$ cat src/rtl/mem_port_arbiter.sv
// mem_port_arbiter
// Shares one in-order memory port between instruction fetch and data access.
// Each accepted request records its owner in a small FIFO, so every in-order
// memory response can be routed back to the requester that issued it. A
// branch-mispredict flush marks in-flight fetches stale; their responses are
// then dropped without being forwarded.
//
// Build option: define ARB_ROUND_ROBIN_EN for round-robin arbitration between
// the two requesters. Without it, data requests have fixed priority over fetch.
module mem_port_arbiter #(
   parameter int ADDR_W      = 32,
   parameter int DATA_W      = 32,
   parameter int OUTSTANDING = 4
) (
   input  logic              clk,
   input  logic              rst_n,
   // instruction fetch side
   input  logic              i_req_valid,
   output logic              i_req_ready,
   input  logic [ADDR_W-1:0] i_req_addr,
   output logic              i_resp_valid,
   output logic [ADDR_W-1:0] i_resp_addr,
   output logic [DATA_W-1:0] i_resp_data,
   input  logic              i_flush,
   // data access side
   input  logic              d_req_valid,
   output logic              d_req_ready,
   input  logic [ADDR_W-1:0] d_req_addr,
   input  logic              d_req_wen,
   input  logic [DATA_W-1:0] d_req_wdata,
   output logic              d_resp_valid,
   output logic [DATA_W-1:0] d_resp_data,
   // memory side
   output logic              m_req_valid,
   input  logic              m_req_ready,
   output logic [ADDR_W-1:0] m_req_addr,
   output logic              m_req_wen,
   output logic [DATA_W-1:0] m_req_wdata,
   input  logic              m_resp_valid,
   input  logic [DATA_W-1:0] m_resp_data
);

   localparam int PTR_W = (OUTSTANDING > 1) ? $clog2(OUTSTANDING) : 1;
   localparam int CNT_W = PTR_W + 1;

   // owner encoding stored per FIFO entry
   localparam logic OWN_I = 1'b0;
   localparam logic OWN_D = 1'b1;

   typedef enum logic [1:0] {
      UNLOCKED = 2'd0,
      LOCKED_I = 2'd1,
      LOCKED_D = 2'd2
   } lock_t;

   lock_t             lock_state;
   lock_t             lock_eff;

   logic [PTR_W-1:0]  head;
   logic [PTR_W-1:0]  tail;
   logic [CNT_W-1:0]  count;

   logic              fifo_owner   [OUTSTANDING];
   logic              fifo_discard [OUTSTANDING];
   logic [ADDR_W-1:0] fifo_addr    [OUTSTANDING];

   logic              full;
   logic              empty;
   logic              i_elig;
   logic              d_elig;
   logic              pick_d;
   logic              sel_i;
   logic              sel_d;
   logic              req_any;
   logic              push;
   logic              pop;

   assign full   = (count == CNT_W'(OUTSTANDING));
   assign empty  = (count == '0);

   // a flushing fetch unit has nothing valid to ask for this cycle
   assign i_elig = i_req_valid & ~i_flush;
   assign d_elig = d_req_valid;

`ifdef ARB_ROUND_ROBIN_EN
   // set when data should win the next contended arbitration
   logic rr_prefer_d;

   assign pick_d = d_elig & (~i_elig | rr_prefer_d);

   // Round-robin pointer: after each handshake prefer the other requester
   always_ff @(posedge clk or negedge rst_n) begin
      if (!rst_n) begin
         rr_prefer_d <= 1'b0;
      end else if (push) begin
         rr_prefer_d <= sel_i;
      end
   end
`else
   assign pick_d = d_elig;
`endif

   // Effective lock: a flush aborts a stalled fetch grant in the same cycle
   always_comb begin
      lock_eff = lock_state;
      if ((lock_state == LOCKED_I) && i_flush) begin
         lock_eff = UNLOCKED;
      end
   end

   // Grant selection: honour a held lock, otherwise arbitrate the eligible requesters
   always_comb begin
      sel_i = 1'b0;
      sel_d = 1'b0;
      case (lock_eff)
         LOCKED_I: sel_i = 1'b1;
         LOCKED_D: sel_d = 1'b1;
         default: begin
            sel_d = pick_d;
            sel_i = ~pick_d & i_elig;
         end
      endcase
   end

   // No request may issue while every owner slot is in use, even if a
   // response frees one this same cycle; that keeps push independent of pop.
   assign req_any     = (sel_i & i_req_valid) | (sel_d & d_req_valid);
   assign m_req_valid = rst_n & ~full & req_any;
   assign push        = m_req_valid & m_req_ready;

   assign i_req_ready = push & sel_i;
   assign d_req_ready = push & sel_d;

   assign m_req_addr  = sel_d ? d_req_addr : i_req_addr;
   assign m_req_wen   = sel_d & d_req_wen;
   assign m_req_wdata = sel_d ? d_req_wdata : '0;

   // Responses are consumed only when something is outstanding; a stray
   // response on an empty FIFO is ignored.
   assign pop          = rst_n & m_resp_valid & ~empty;

   assign i_resp_valid = pop & (fifo_owner[head] == OWN_I) & ~fifo_discard[head] & ~i_flush;
   assign i_resp_addr  = fifo_addr[head];
   assign i_resp_data  = m_resp_data;

   assign d_resp_valid = pop & (fifo_owner[head] == OWN_D);
   assign d_resp_data  = m_resp_data;

   // Grant lock FSM: a stalled request keeps the port until it handshakes
   always_ff @(posedge clk or negedge rst_n) begin
      if (!rst_n) begin
         lock_state <= UNLOCKED;
      end else if (push) begin
         lock_state <= UNLOCKED;
      end else if (m_req_valid) begin
         lock_state <= sel_d ? LOCKED_D : LOCKED_I;
      end else begin
         lock_state <= UNLOCKED;
      end
   end

   // Owner FIFO pointers and occupancy; pointers wrap at the power-of-two depth
   always_ff @(posedge clk or negedge rst_n) begin
      if (!rst_n) begin
         head  <= '0;
         tail  <= '0;
         count <= '0;
      end else begin
         if (push) begin
            tail <= tail + PTR_W'(1);
         end
         if (pop) begin
            head <= head + PTR_W'(1);
         end
         case ({push, pop})
            2'b10:   count <= count + CNT_W'(1);
            2'b01:   count <= count - CNT_W'(1);
            default: count <= count;
         endcase
      end
   end

   // Owner FIFO storage: stale-mark fetch entries on flush, then record a new entry
   always_ff @(posedge clk) begin
      for (int k = 0; k < OUTSTANDING; k++) begin
         if (i_flush && (fifo_owner[k] == OWN_I)) begin
            fifo_discard[k] <= 1'b1;
         end
      end
      if (push) begin
         fifo_owner[tail]   <= sel_d ? OWN_D : OWN_I;
         fifo_discard[tail] <= ~sel_d & i_flush;
         fifo_addr[tail]    <= m_req_addr;
      end
   end

`ifndef SYNTHESIS
   // the memory must never answer more requests than were issued
   resp_without_request : assert property (
      @(posedge clk) disable iff (!rst_n) !(m_resp_valid && empty)
   ) else $error("mem_port_arbiter: memory response with no request outstanding");
`endif

endmodule
$ cat config.mk
export PLATFORM = sky130hd
export DESIGN_NAME = mem_port_arbiter
export DESIGN_NICKNAME = d
export VERILOG_FILES = /design/src/rtl/mem_port_arbiter.sv
export SDC_FILE = /design/constraint.sdc
export NUM_CORES = 1
export LEC_CHECK = 0
export BUFFER_PORTS_ARGS = -buffer_cell sky130_fd_sc_hd__clkbuf_2
export CORE_AREA = 2 2 125 127
export CTS_CLUSTER_SIZE = 8
export DETAILED_ROUTE_END_ITERATION = 8
export DIE_AREA = 0 0 127 129
export PLACE_DENSITY = 0.8
export SKIP_LAST_GASP = 1
export SYNTH_ARGS = -nofsm -noshare
export SYNTH_HDL_FRONTEND = slang
export SYNTH_SLANG_ARGS = --single-unit
$ cat constraint.sdc
create_clock -name clk -period 3.3 [get_ports clk]
set_clock_uncertainty 0.15 [all_clocks]
set_input_delay 0.495 -clock clk [delete_from_list [all_inputs] [get_ports clk]]
set_output_delay 0.495 -clock clk [all_outputs]
set_load 0.02 [all_outputs]
---- After elaboration in Yosys (flattened, before gate mapping) ----
Memory sizes are Yosys's and may differ from the RTL's.
Index checks and enable logic that the tools add are counted.
storage, ports and cells
  memories kept ........................... 3
  ROM bits ................................ 0
  RAM bits ................................ 136
  bits of input ports ..................... 136
  output and inout bits ................... 166
  bits in registers ....................... 9
  logic and storage cells ................. 73
  latch bits .............................. 0
operators by class
  magnitude comparators ................... 0
  muxes and demuxes ....................... 20
  reductions and logical operators ........ 7
  shift operators ......................... 0
  add/subtract/negate cells ............... 4
  equal/unequal tests ..................... 6
  bitwise logic cells ..................... 29
  divide/modulo/power cells ............... 0
  $mul .................................... 0
memory list
  name          words  width  read ports  clocked after Yosys merged registers in  write ports  RTL line  text
  fifo_addr     4      32     1           0                                        1            65        logic [ADDR_W-1:0] fifo_addr [OUTSTANDING];
  fifo_discard  4      1      1           0                                        5            64        logic fifo_discard [OUTSTANDING];
  fifo_owner    4      1      5           0                                        1            63        logic fifo_owner [OUTSTANDING];
operators with widths
  kind                                                                   number
  32-bit two-way mux                                                     2
  1-bit AND                                                              17
  1-bit two-way mux                                                      11
  1-bit NOT                                                              11
  2-bit two-way mux                                                      4
  2-bit by 1-bit equality test with 1-bit output, second input constant  3
  3-bit case mux with 2 select lines                                     1
  1-bit logical AND                                                      5
  2-bit by 1-bit adder with 2-bit output, second input constant          2
  2-bit equality test, second input constant                             2
  1-bit case mux with 2 select lines                                     2
  3-bit by 1-bit adder with 3-bit output, second input constant          1
  3-bit equality test, second input constant                             1
  3-bit zero test                                                        1
  3-bit by 1-bit subtractor with 3-bit output, second input constant     1
  2-bit nonzero test                                                     1
  1-bit bitwise OR                                                       1

---- Logic depth before layout (Yosys ltp) ----
Gate-level depths: netlist (run 1).
  word-level depth ........................ 11
  gate-level depth with buffers ........... 13
  depth with buffers taken out ............ 13

---- Least setup slack after synthesis (run 1) ----
OpenSTA, ideal clock, no wires.
  path type ............................... input port to flip-flop
  start ................................... in i_flush
  end ..................................... reg count[2]
  setup time .............................. 125 ps
  setup slack ............................. 559 ps
  arrival time ............................ 2,466 ps
  stages on the path ...................... 11
  cells stage by stage .................... a21boi_0 > ha_1 > o22a_1 > a211oi_4 > inv_1 > ha_1 > inv_1 > fa_1 > xor2_1 > nor2_1 > xor2_1
on the way
  cells in the longest elaborated chain, start to end .. 10
  elaborated cells on any way between the ends .. 18
  classes of those cells .................. eq/ne (4); mux (4); bitwise (8); reduce/logical (2)
ends and longest elaborated chain
  item                                                                                   RTL line  text
  start: declaration                                                                     24        input logic i_flush,
  1-bit logical AND or 1-bit NOT (tied branches)                                         106, 82
  2-bit two-way mux or 1-bit AND (tied branches)                                         106, 82
  2-bit equality test (tied with other cells)                                            115       case (lock_eff)
  1-bit case mux with 2 select lines                                                     115
  1-bit AND                                                                              127       assign req_any = (sel_i & i_req_valid) | (sel_d & d_req_valid);
  1-bit bitwise OR *                                                                     127
  1-bit AND *                                                                            128       assign m_req_valid = rst_n & ~full & req_any;
  1-bit AND *                                                                            129       assign push = m_req_valid & m_req_ready;
  2-bit by 1-bit equality test with 1-bit output or 2-bit equality test (tied branches)  175       case ({push, pop})
  3-bit case mux with 2 select lines or 2-bit nonzero test (tied branches)               --
  end signal: assignment                                                                 176       2'b10: count <= count + CNT_W'(1);
  end signal: assignment                                                                 177       2'b01: count <= count - CNT_W'(1);
  end signal: assignment                                                                 178       default: count <= count;
  end: declaration                                                                       61        logic [CNT_W-1:0] count;
Every way passes the cells marked *; elsewhere a longest branch is shown, timed or not.
A chain may end at the register's enable or synchronous reset.

---- Worst setup path after layout (run 1) ----
  start ................................... reg lock_state[1]
  end ..................................... out m_req_addr[12]
on the way
  cells in the longest elaborated chain, start to end .. 6
  elaborated cells on any way between the ends .. 7
  classes of those cells .................. eq/ne (3); mux (3); reduce/logical (1)
ends and longest elaborated chain
  item                                                                                   RTL line  text
  start: declaration                                                                     56        lock_t lock_state;
  start signal: assignment                                                               156       lock_state <= sel_d ? LOCKED_D : LOCKED_I;
  2-bit by 1-bit equality test with 1-bit output                                         106       if ((lock_state == LOCKED_I) && i_flush) begin
  1-bit logical AND                                                                      106
  2-bit two-way mux *                                                                    106
  2-bit equality test or 2-bit by 1-bit equality test with 1-bit output (tied branches)  115
  1-bit case mux with 2 select lines *                                                   115
  32-bit two-way mux *                                                                   134       assign m_req_addr = sel_d ? d_req_addr : i_req_addr;
  end: declaration                                                                       36        output logic [ADDR_W-1:0] m_req_addr,
Marks and branches as above.

==> results.cfg, run 1 <==
[cells_and_area]
layout-drive-gt1-share_pct = 47.37
diodes = 0
finalNetCount = 758
area_delta_synth_final_pct = 21.56
instances_no_fill = 815
nFillCells = 1238

[clocking]
cts_setup_buffers = 0
cts_tree = yes
cts_sinks = 145
cts_max_path_buffers = 2
clock_latency_ps = 400
path_clk_slew_ps = 60
htree_levels = 4
cts-buffers-inserted = 17
cts-root-buf = clkbuf_16

[sta]
worstMarginPinSlew_ps = 794.0
clock.fmax_ghz = 0.3234
period_minus_slack_ps = 3093
rsz0062_at_grt = false
tns_ps = 0
relSlewSlack_pct = 46.40
setup_viol = 0
final_hold_viol_count = 0
min_period_over_period_pct = 93.72
slew_viol_final = 0

[synthesis]
netlist_instances = 458
syn_nets = 601
postSynthAreaPerCell_um2 = 14.51
ys_ff_latch = 145
synth_area_mm2 = 0.006645
ys_warn_count = 0
synth_cell_types = 35
yosysSeqAreaShare_pct = 64.24

[job]
cap_violations = 0

[global_route]
grt_max_degree = 75
antenna_found_initial = 0
grt_overflow_total = 0
grt_pass1_vias = 4218
grt_use_total_pct = 19.78
grt_pass1_wl_um = 23750

[setup_path]
cp-start-kind = register
critPathCaptureType = output port
worstSetupPathType = reg -> out
arrival_ps = 2450
worstPathRequired_ps = 2650
cp_max_fo = 74

[routing]
viasPerCell = 5.097
drt-initial-drc-count = 192
vias = 4154
firstDrtPassIters = 4
antenna_left = 0
wl_um = 16320
routedWlPerCell_um = 20.03
remaining_drc_errors = 0

[pwr]
ir_worst_vdd_uv = 345.6
total_power_w = 0.005986
power_density_mw_per_mm2 = 741.1
leakage_nw = 3.377

[floorplan]
core_mm2 = 0.01498
dieArea_mm2 = 0.01638
io_pins = 302
die_h_um = 129
rows = 45
start_util_pct = 44.37
fp.dieW_um = 127

[status]
status = complete, no violations

[placement]
gp_congestion = 0.9022
hpwl_um = 12140
dp_cells = 783
io_buffers = 205

[hold_path]
hp-class = in -> reg
## registers in the layout, summed over array words and instances (netlist names)
register / flops
fifo_discard: 4
count: 3
head: 2
tail: 2
fifo_owner: 4
fifo_addr: 128
lock_state: 2
## placed cells by master, fill, tap and decap left out, drive strengths merged
cell type / count
a211oi: 1
a21boi: 1
a21o: 1
a22o: 4
a31oi: 1
and2: 34
buf: 15
bufinv: 1
clkbuf: 223
clkinv: 10
clkinvlp: 2
dfrtp: 9
dfxtp: 4
dlygate4sd3: 1
edfxtp: 132
fa: 1
ha: 6
inv: 16
mux2i: 5
mux4: 34
nand2: 105
nand2b: 1
nor2: 3
nor2b: 2
nor3: 2
nor4: 1
o21a: 1
o21ai: 2
o22a: 1
o311ai: 1
or3b: 1
xnor2: 4
xor2: 2
## worst paths after layout
check,cells past startpoint,slack [ps],endpoint,startpoint
max,9,210,m_req_addr[12],lock_state[1]$_DFF_PN0_
min,2,130,lock_state[0]$_DFF_PN0_,m_req_ready
max reg2reg,12,670,count[2]$_DFFE_PN0P_,lock_state[1]$_DFF_PN0_
min reg2reg,1,330,fifo_discard[3]$_DFF_P_,fifo_discard[3]$_DFF_P_
max in group asynchronous,2,2430,head[1]$_DFFE_PN0P_,rst_n
min in group asynchronous,2,340,count[2]$_DFFE_PN0P_,rst_n
## logic make-up (layout without fill, tap and decap cells)
logic type               Yosys count  after routing  synth area share (%)
adder cells (fa/ha/maj)            7              7                 1.431
multiplexers                      39             39                 12.28
flip-flops                       145            145                 64.24
AND/OR/NAND/NOR                  149            149                 10.22
buffers and inverters             99            268                 9.358
XOR/XNOR                           6              6                0.7908
AO/OA/AOI/OAI                     13             13                 1.676
## per-layer routing
metal  global-route usage (%)  share of wire (%)  vias up  wire [µm]
met2                    36.69                 54      238       8877
met3                    6.154                7.3       20       1194
met4                    6.141                1.7        0        280
met1                    21.77                 37     2007       5971
met5                        0                  0        -          0
li1                         -                  -     1889          -
## layout make-up
type	instances	area, µm²	share of cell area, %
sequential	145	4272	52.88
multi-input combinational	214	1754	21.72
timing repair buffer	221	1211	14.99
clock buffer	18	429.2	5.313
tap	188	235.2	2.912
clock inverter	13	112.6	1.394
inverter	16	63.81	0.7900
## critical path, stage by stage, from the launching register on
cell	delay, ps
dfrtp_1	410
inv_1	80
a21boi_0	80
ha_1	370
o21a_1	250
inv_2	80
buf_12	260
nand2_1	90
nand2_1	180
clkbuf_2	210
## through the flow
stage | area [µm²] | hold WS (ps) | utilization (%) | setup slack, ps
after floorplan | 6645 | 49.41 | - | 558.9
after global placement | 7526 | 220.7 | 50.25 | 445.7
after detailed placement | 7526 | 224.8 | 50.25 | 402.7
after CTS | 8078 | 113.7 | 53.93 | 178.0
after global routing | 8078 | 129.6 | 53.93 | 42.41
final | 8078 | 131.2 | 53.93 | 207.4
## cell usage after synthesis
master / number / area share [%]
a211oi_4: 1 / 0.30
a21boi_0: 1 / 0.11
a21o_1: 1 / 0.11
a22o_1: 4 / 0.53
a31oi_1: 1 / 0.094
and2_1: 34 / 3.2
buf_2: 5 / 0.38
buf_4: 64 / 7.2
clkbuf_1: 14 / 0.79
clkinv_1: 1 / 0.056
clkinv_2: 3 / 0.23
dfrtp_1: 9 / 3.4
dfxtp_1: 4 / 1.2
edfxtp_1: 132 / 60
fa_1: 1 / 0.30
ha_1: 6 / 1.1
inv_1: 10 / 0.56
inv_2: 2 / 0.11
mux2i_1: 5 / 0.75
mux4_2: 34 / 12
nand2_1: 101 / 5.7
nand2_2: 4 / 0.38
nand2b_4: 1 / 0.21
nor2_1: 3 / 0.17
nor2b_1: 2 / 0.19
nor3_1: 2 / 0.15
nor4_1: 1 / 0.094
o21a_1: 1 / 0.11
o21ai_0: 1 / 0.075
o21ai_1: 1 / 0.075
o22a_1: 1 / 0.13
o311ai_0: 1 / 0.13
or3b_1: 1 / 0.13
xnor2_1: 4 / 0.53
xor2_1: 2 / 0.26
## power by group
group          switching [W]  internal (W)  total, W
Clock               0.000708       0.00103   0.00174
Combinational        0.00116      0.000799   0.00195
Sequential         0.0000735       0.00222   0.00229
## what timing repair did
item                                   in CTS  in global routing
gates resized for setup                     0                  0
hold buffers                                1                  0
endpoints found under the hold margin       9                  0
Note: power is estimated with default switching activity, not from simulation.
==> inputs of run 2 (changes only) <==
==> constraint.sdc (replaced) <==
create_clock -name clk -period 3.2 [get_ports clk]
set_clock_uncertainty 0.15 [all_clocks]
set_input_delay 0.48 -clock clk [delete_from_list [all_inputs] [get_ports clk]]
set_output_delay 0.48 -clock clk [all_outputs]
set_load 0.02 [all_outputs]
==> run 2 against run 1 <==
Combinational power rose by 2%. Power rose by 6.9%. Via count rose by 0.82%. Utilization rose by 0.72 points. Hold slack improved by 4.5 ps. First-iteration DRC count rose by 73%. Routed wire length rose by 5.4%. Critical path depth did not move.
==> results.cfg, run 2 (synthesis results as in run 1) <==
[status]
status = complete, no violations

[placement]
gp_congestion = 0.8621
io_buffers = 205
hpwl_um = 12300

[clocking]
clock_latency_ps = 400
cts-buffers-inserted = 17
cts_sinks = 145
path_clk_slew_ps = 60
cts-root-buf = clkbuf_16
cts_tree = yes
cts_max_path_buffers = 2
htree_levels = 4

[global_route]
grt_overflow_total = 0
grt_pass1_vias = 4123
grt_max_degree = 38
antenna_found_initial = 0
grt_use_total_pct = 20.27
grt_pass1_wl_um = 24010

[pwr]
leakage_nw = 3.433
power_density_mw_per_mm2 = 782.0
total_power_w = 0.006401
ir_worst_vdd_uv = 385.0

[hold_path]
hp-class = in -> reg

[sta]
clock.fmax_ghz = 0.3284
worstMarginPinSlew_ps = 761.9
relSlewSlack_pct = 48.56
min_period_over_period_pct = 95.15
final_hold_viol_count = 0
period_minus_slack_ps = 3045
setup_viol = 0
rsz0062_at_grt = false
slew_viol_final = 0
tns_ps = 0
hold_ws_ps = 135.7

[cells_and_area]
largest_register_ffs = 128
most-common-layout-cells = clkbuf_2, edfxtp_1, nand2_1, and2_1, mux4_2
diodes = 0
fin_util_pct = 54.65
layout-drive-gt1-share_pct = 48.49
final_common_cell = clkbuf_2
area_delta_synth_final_pct = 23.18
finalNetCount = 759
regMostFlops = fifo_addr
reg_top3 = fifo_addr: 128 flops, fifo_discard: 4 flops, fifo_owner: 4 flops

[floorplan]
rows = 45
die_h_um = 129
core_mm2 = 0.01498
start_util_pct = 44.37
dieArea_mm2 = 0.01638
io_pins = 302
fp.dieW_um = 127

[routing]
remaining_drc_errors = 0
wl_um = 17210
routedWlPerCell_um = 21.06
viasPerCell = 5.126
drt-initial-drc-count = 332
vias = 4188
firstDrtPassIters = 4
antenna_left = 0

[setup_path]
arrival_ps = 2410
critPathCaptureType = output port
cp_max_fo = 19
worstPathRequired_ps = 2570
cp-start-kind = register
worstSetupPathType = reg -> out

[job]
cap_violations = 0
## run 2: layout make-up
class	count	area (µm²)
Multi-Input combinational cell	214	1767
Tap cell	188	235.2
Clock inverter	15	180.2
Fill cell	1214	6792
Sequential cell	145	4272
Timing Repair Buffer	222	1242
Clock buffer	17	425.4
Inverter	16	63.81
## run 2: worst max-delay path, stage by stage (launching register included)
cell	delay (ps)
dfrtp_1	400
inv_1	100
a21boi_1	80
ha_1	370
o21a_1	250
inv_2	140
buf_12	190
nand2_1	80
nand2_1	190
clkbuf_2	210
## run 2: final timing paths
check                                             start                       to  slack (ps)  cells after the start
worst max-delay path            lock_state[1]$_DFF_PN0_           m_req_addr[26]         160                      9
worst max register to register  lock_state[1]$_DFF_PN0_     count[2]$_DFFE_PN0P_         570                     12
worst min-delay path                        m_req_ready  lock_state[1]$_DFF_PN0_         140                      2
min in group asynchronous                         rst_n     count[1]$_DFFE_PN0P_         330                      2
max in group asynchronous                         rst_n      head[1]$_DFFE_PN0P_        2330                      2
worst min register to register  fifo_discard[1]$_DFF_P_  fifo_discard[1]$_DFF_P_         330                      1
## run 2: metrics by stage
step | instances | area, µm² | setup slack [ps]
after floorplan | 458 | 6645 | 473.9
after detailed placement | 782 | 7493 | 215.1
final | 817 | 8185 | 155.2
after global routing | 817 | 8185 | 31.27
after CTS | 816 | 8142 | 35.51
after global placement | 782 | 7493 | 376.7
## run 2: per-layer routing
metal | wire [µm] | GRT usage [%]
met1 | 6090 | 22.62
met4 | 426 | 7.886
met2 | 9369 | 36.69
met3 | 1323 | 6.029
met5 | 0 | 0
## run 2: where the power goes
| part | total, W | internal (W) | switching (W) |
|---|---|---|---|
| sequential | 0.00241 | 0.00229 | 0.000124 |
| clock | 0.00200 | 0.00124 | 0.000766 |
| combinational | 0.00199 | 0.000832 | 0.00116 |
| total | 0.00640 | 0.00436 | 0.00205 |
## run 2: what timing repair did
action,in CTS,in global routing
gates cloned,1,1
gates resized for setup,0,9
hold buffers,1,0
setup buffers,0,0
hold endpoints to repair,9,0
setup endpoints to repair,1,27
==> inputs of run 3 (changes only) <==
--- a/config.mk
+++ b/config.mk
@@ -6,11 +6,11 @@
 export NUM_CORES = 1
 export LEC_CHECK = 0
 export BUFFER_PORTS_ARGS = -buffer_cell sky130_fd_sc_hd__clkbuf_2
-export CORE_AREA = 2 2 125 127
+export CORE_AREA = 2 2 152 154
 export CTS_CLUSTER_SIZE = 8
 export DETAILED_ROUTE_END_ITERATION = 8
-export DIE_AREA = 0 0 127 129
-export PLACE_DENSITY = 0.8
+export DIE_AREA = 0 0 154 156
+export PLACE_DENSITY = 0.59
 export SKIP_LAST_GASP = 1
 export SYNTH_ARGS = -nofsm -noshare
 export SYNTH_HDL_FRONTEND = slang
==> run 3 against run 2 <==
Sequential share of layout area shrank 0.88 points. Final cell count grew 12%. Power grew 0.35%. Sequential power is essentially flat. Worst setup slack gained 72 ps. First-iteration DRC count shrank 47%. Clock power grew 3%. Register-to-register slack lost 90 ps. Count of clock-buffer cells in the layout grew 2. Utilization shrank 17 points. Critical path type unchanged.
==> results.cfg, run 3 (synthesis results as in run 1) <==
[clocking]
clock_latency_ps = 420
cts_sinks = 145
path_clk_slew_ps = 60
cts_max_path_buffers = 2
cts_tree = yes
htree_levels = 4
cts-buffers-inserted = 17
cts-root-buf = clkbuf_16

[setup_path]
cp_slowest_cell = dfrtp_1
slowest_delay_ps = 410
arrival_ps = 2340
worstSetupPathType = reg -> out
cp_common_cell = nand2_1
r2r_slack_ps = 480
worstPathRequired_ps = 2570
cp_max_fo = 19
cp-start-kind = register
r2r_end = count[2]$_DFFE_PN0P_
path_cells = inv_1 -> a21boi_0 -> ha_1 -> o21a_2 -> inv_4 -> buf_12 -> nand2_1 -> nand2_1 -> clkbuf_2
r2r_cells = 13
critPathCaptureType = output port
r2r_start = lock_state[1]$_DFF_PN0_

[job]
cap_violations = 0

[sta]
rsz0062_at_grt = false
clock.fmax_ghz = 0.3364
period_minus_slack_ps = 2973
min_period_over_period_pct = 92.89
slew_viol_final = 0
setup_viol = 0
final_hold_viol_count = 0
relSlewSlack_pct = 52.18
tns_ps = 0
worstMarginPinSlew_ps = 708.3

[floorplan]
start_util_pct = 29.71
rows = 55
fp.dieW_um = 154
die_h_um = 156
core_mm2 = 0.02237
dieArea_mm2 = 0.02402
io_pins = 302

[hold_path]
worstHoldPathCells = 2
hold_path_startpoint = m_req_ready
min_to = lock_state[0]$_DFF_PN0_
hp-class = in -> reg

[global_route]
grt_pass1_wl_um = 25470
grt_pass1_vias = 4260
grt_max_degree = 38
antenna_found_initial = 0
grt_use_total_pct = 14.46
grt_overflow_total = 0

[routing]
vias = 4041
antenna_left = 0
remaining_drc_errors = 0
drt-initial-drc-count = 177
wl_um = 17360
firstDrtPassIters = 4
viasPerCell = 4.407
routedWlPerCell_um = 18.93

[cells_and_area]
area_delta_synth_final_pct = 25.29
most-common-layout-cells = clkbuf_2, edfxtp_1, nand2_1, and2_1, mux4_2
nFillCells = 2184
fin_util_pct = 37.23
final_area_mm2 = 0.008325
largest_register_ffs = 128
regMostFlops = fifo_addr
reg_top3 = fifo_addr: 128 flops, fifo_discard: 4 flops, fifo_owner: 4 flops
diodes = 0
finalNetCount = 762
layout-drive-gt1-share_pct = 48.26
final_common_cell = clkbuf_2

[pwr]
total_power_w = 0.006423
leakage_nw = 3.444
ir_worst_vdd_uv = 297.9
power_density_mw_per_mm2 = 771.5

[placement]
io_buffers = 205
gp_congestion = 0.7573
place_area_mm2 = 0.007651
hpwl_um = 12910

[status]
status = complete, no violations
run 3: cell types whose count changed in the layout (fill, tap and decap cells not counted), sizes merged:
cell and delta:
buf +4, inv -3, clkbuf +2, bufbuf -1
bufinv +1, clkinv +1, clkinvlp -1
run 3: worst max-delay path by stage:
stage / startpoint / end / depth (start not counted)
CTS: lock_state[1]$_DFF_PN0_ / m_req_addr[11] / 9
global route: lock_state[1]$_DFF_PN0_ / m_req_addr[10] / 9
global placement: i_flush / m_req_addr[18] / 9
finish: lock_state[1]$_DFF_PN0_ / m_req_addr[11] / 9
detailed placement: i_flush / count[2]$_DFFE_PN0P_ / 12
floorplan: i_flush / count[2]$_DFFE_PN0P_ / 11
run 3: cell type report:
cell class                      instances  area [µm²]  share of cell area, %
Clock buffer                           19       432.9                  5.200
Clock inverter                         13       185.2                  2.224
Inverter                               16       66.31                 0.7965
Multi-Input combinational cell        214        1763                  21.18
Sequential cell                       145        4272                  51.31
Tap cell                              285       356.6                  4.283
Timing Repair Buffer                  225        1250                  15.01
run 3: critical path, delay by kind of cell (launching register included):
family / cells / cell delay [ps]
AOI/OAI and AO/OA: 2 / 350
adders and majority gates: 1 / 360
buffers and inverters: 4 / 560
DFF: 1 / 410
and+or+nand+nor: 2 / 240
run 3: timing repair:
item / 4_1_cts / 5_1_grt
setup buffers: 0 / 1
hold buffers: 1 / 0
setup endpoints to repair: 0 / 22
resized for setup: 0 / 5
endpoints found under the hold margin: 9 / 0
run 3: per-stage QoR:
stage	cells	hold WS, ps	setup slack, ps
2_1_floorplan	458	34.41	473.9
3_3_place_gp	882	264.8	438.7
3_5_place_dp	882	266.3	382.3
4_1_cts	915	88.67	171.1
5_1_grt	917	91.21	12.09
6_report	917	113.3	227.4
run 3: power by group:
part           internal [W]  switching (W)
Sequential          0.00229       0.000108
Combinational      0.000829        0.00115
Clock               0.00131       0.000743
Total               0.00442        0.00200
run 3: metal layers:
layer / wire [µm] / part of all wire (%) / GRT usage (%)
met1: 6759 / 39 / 15.99
met2: 8930 / 51 / 25.92
met3: 1187 / 6.8 / 4.556
met4: 478 / 2.8 / 5.741
met5: 0 / 0 / 0
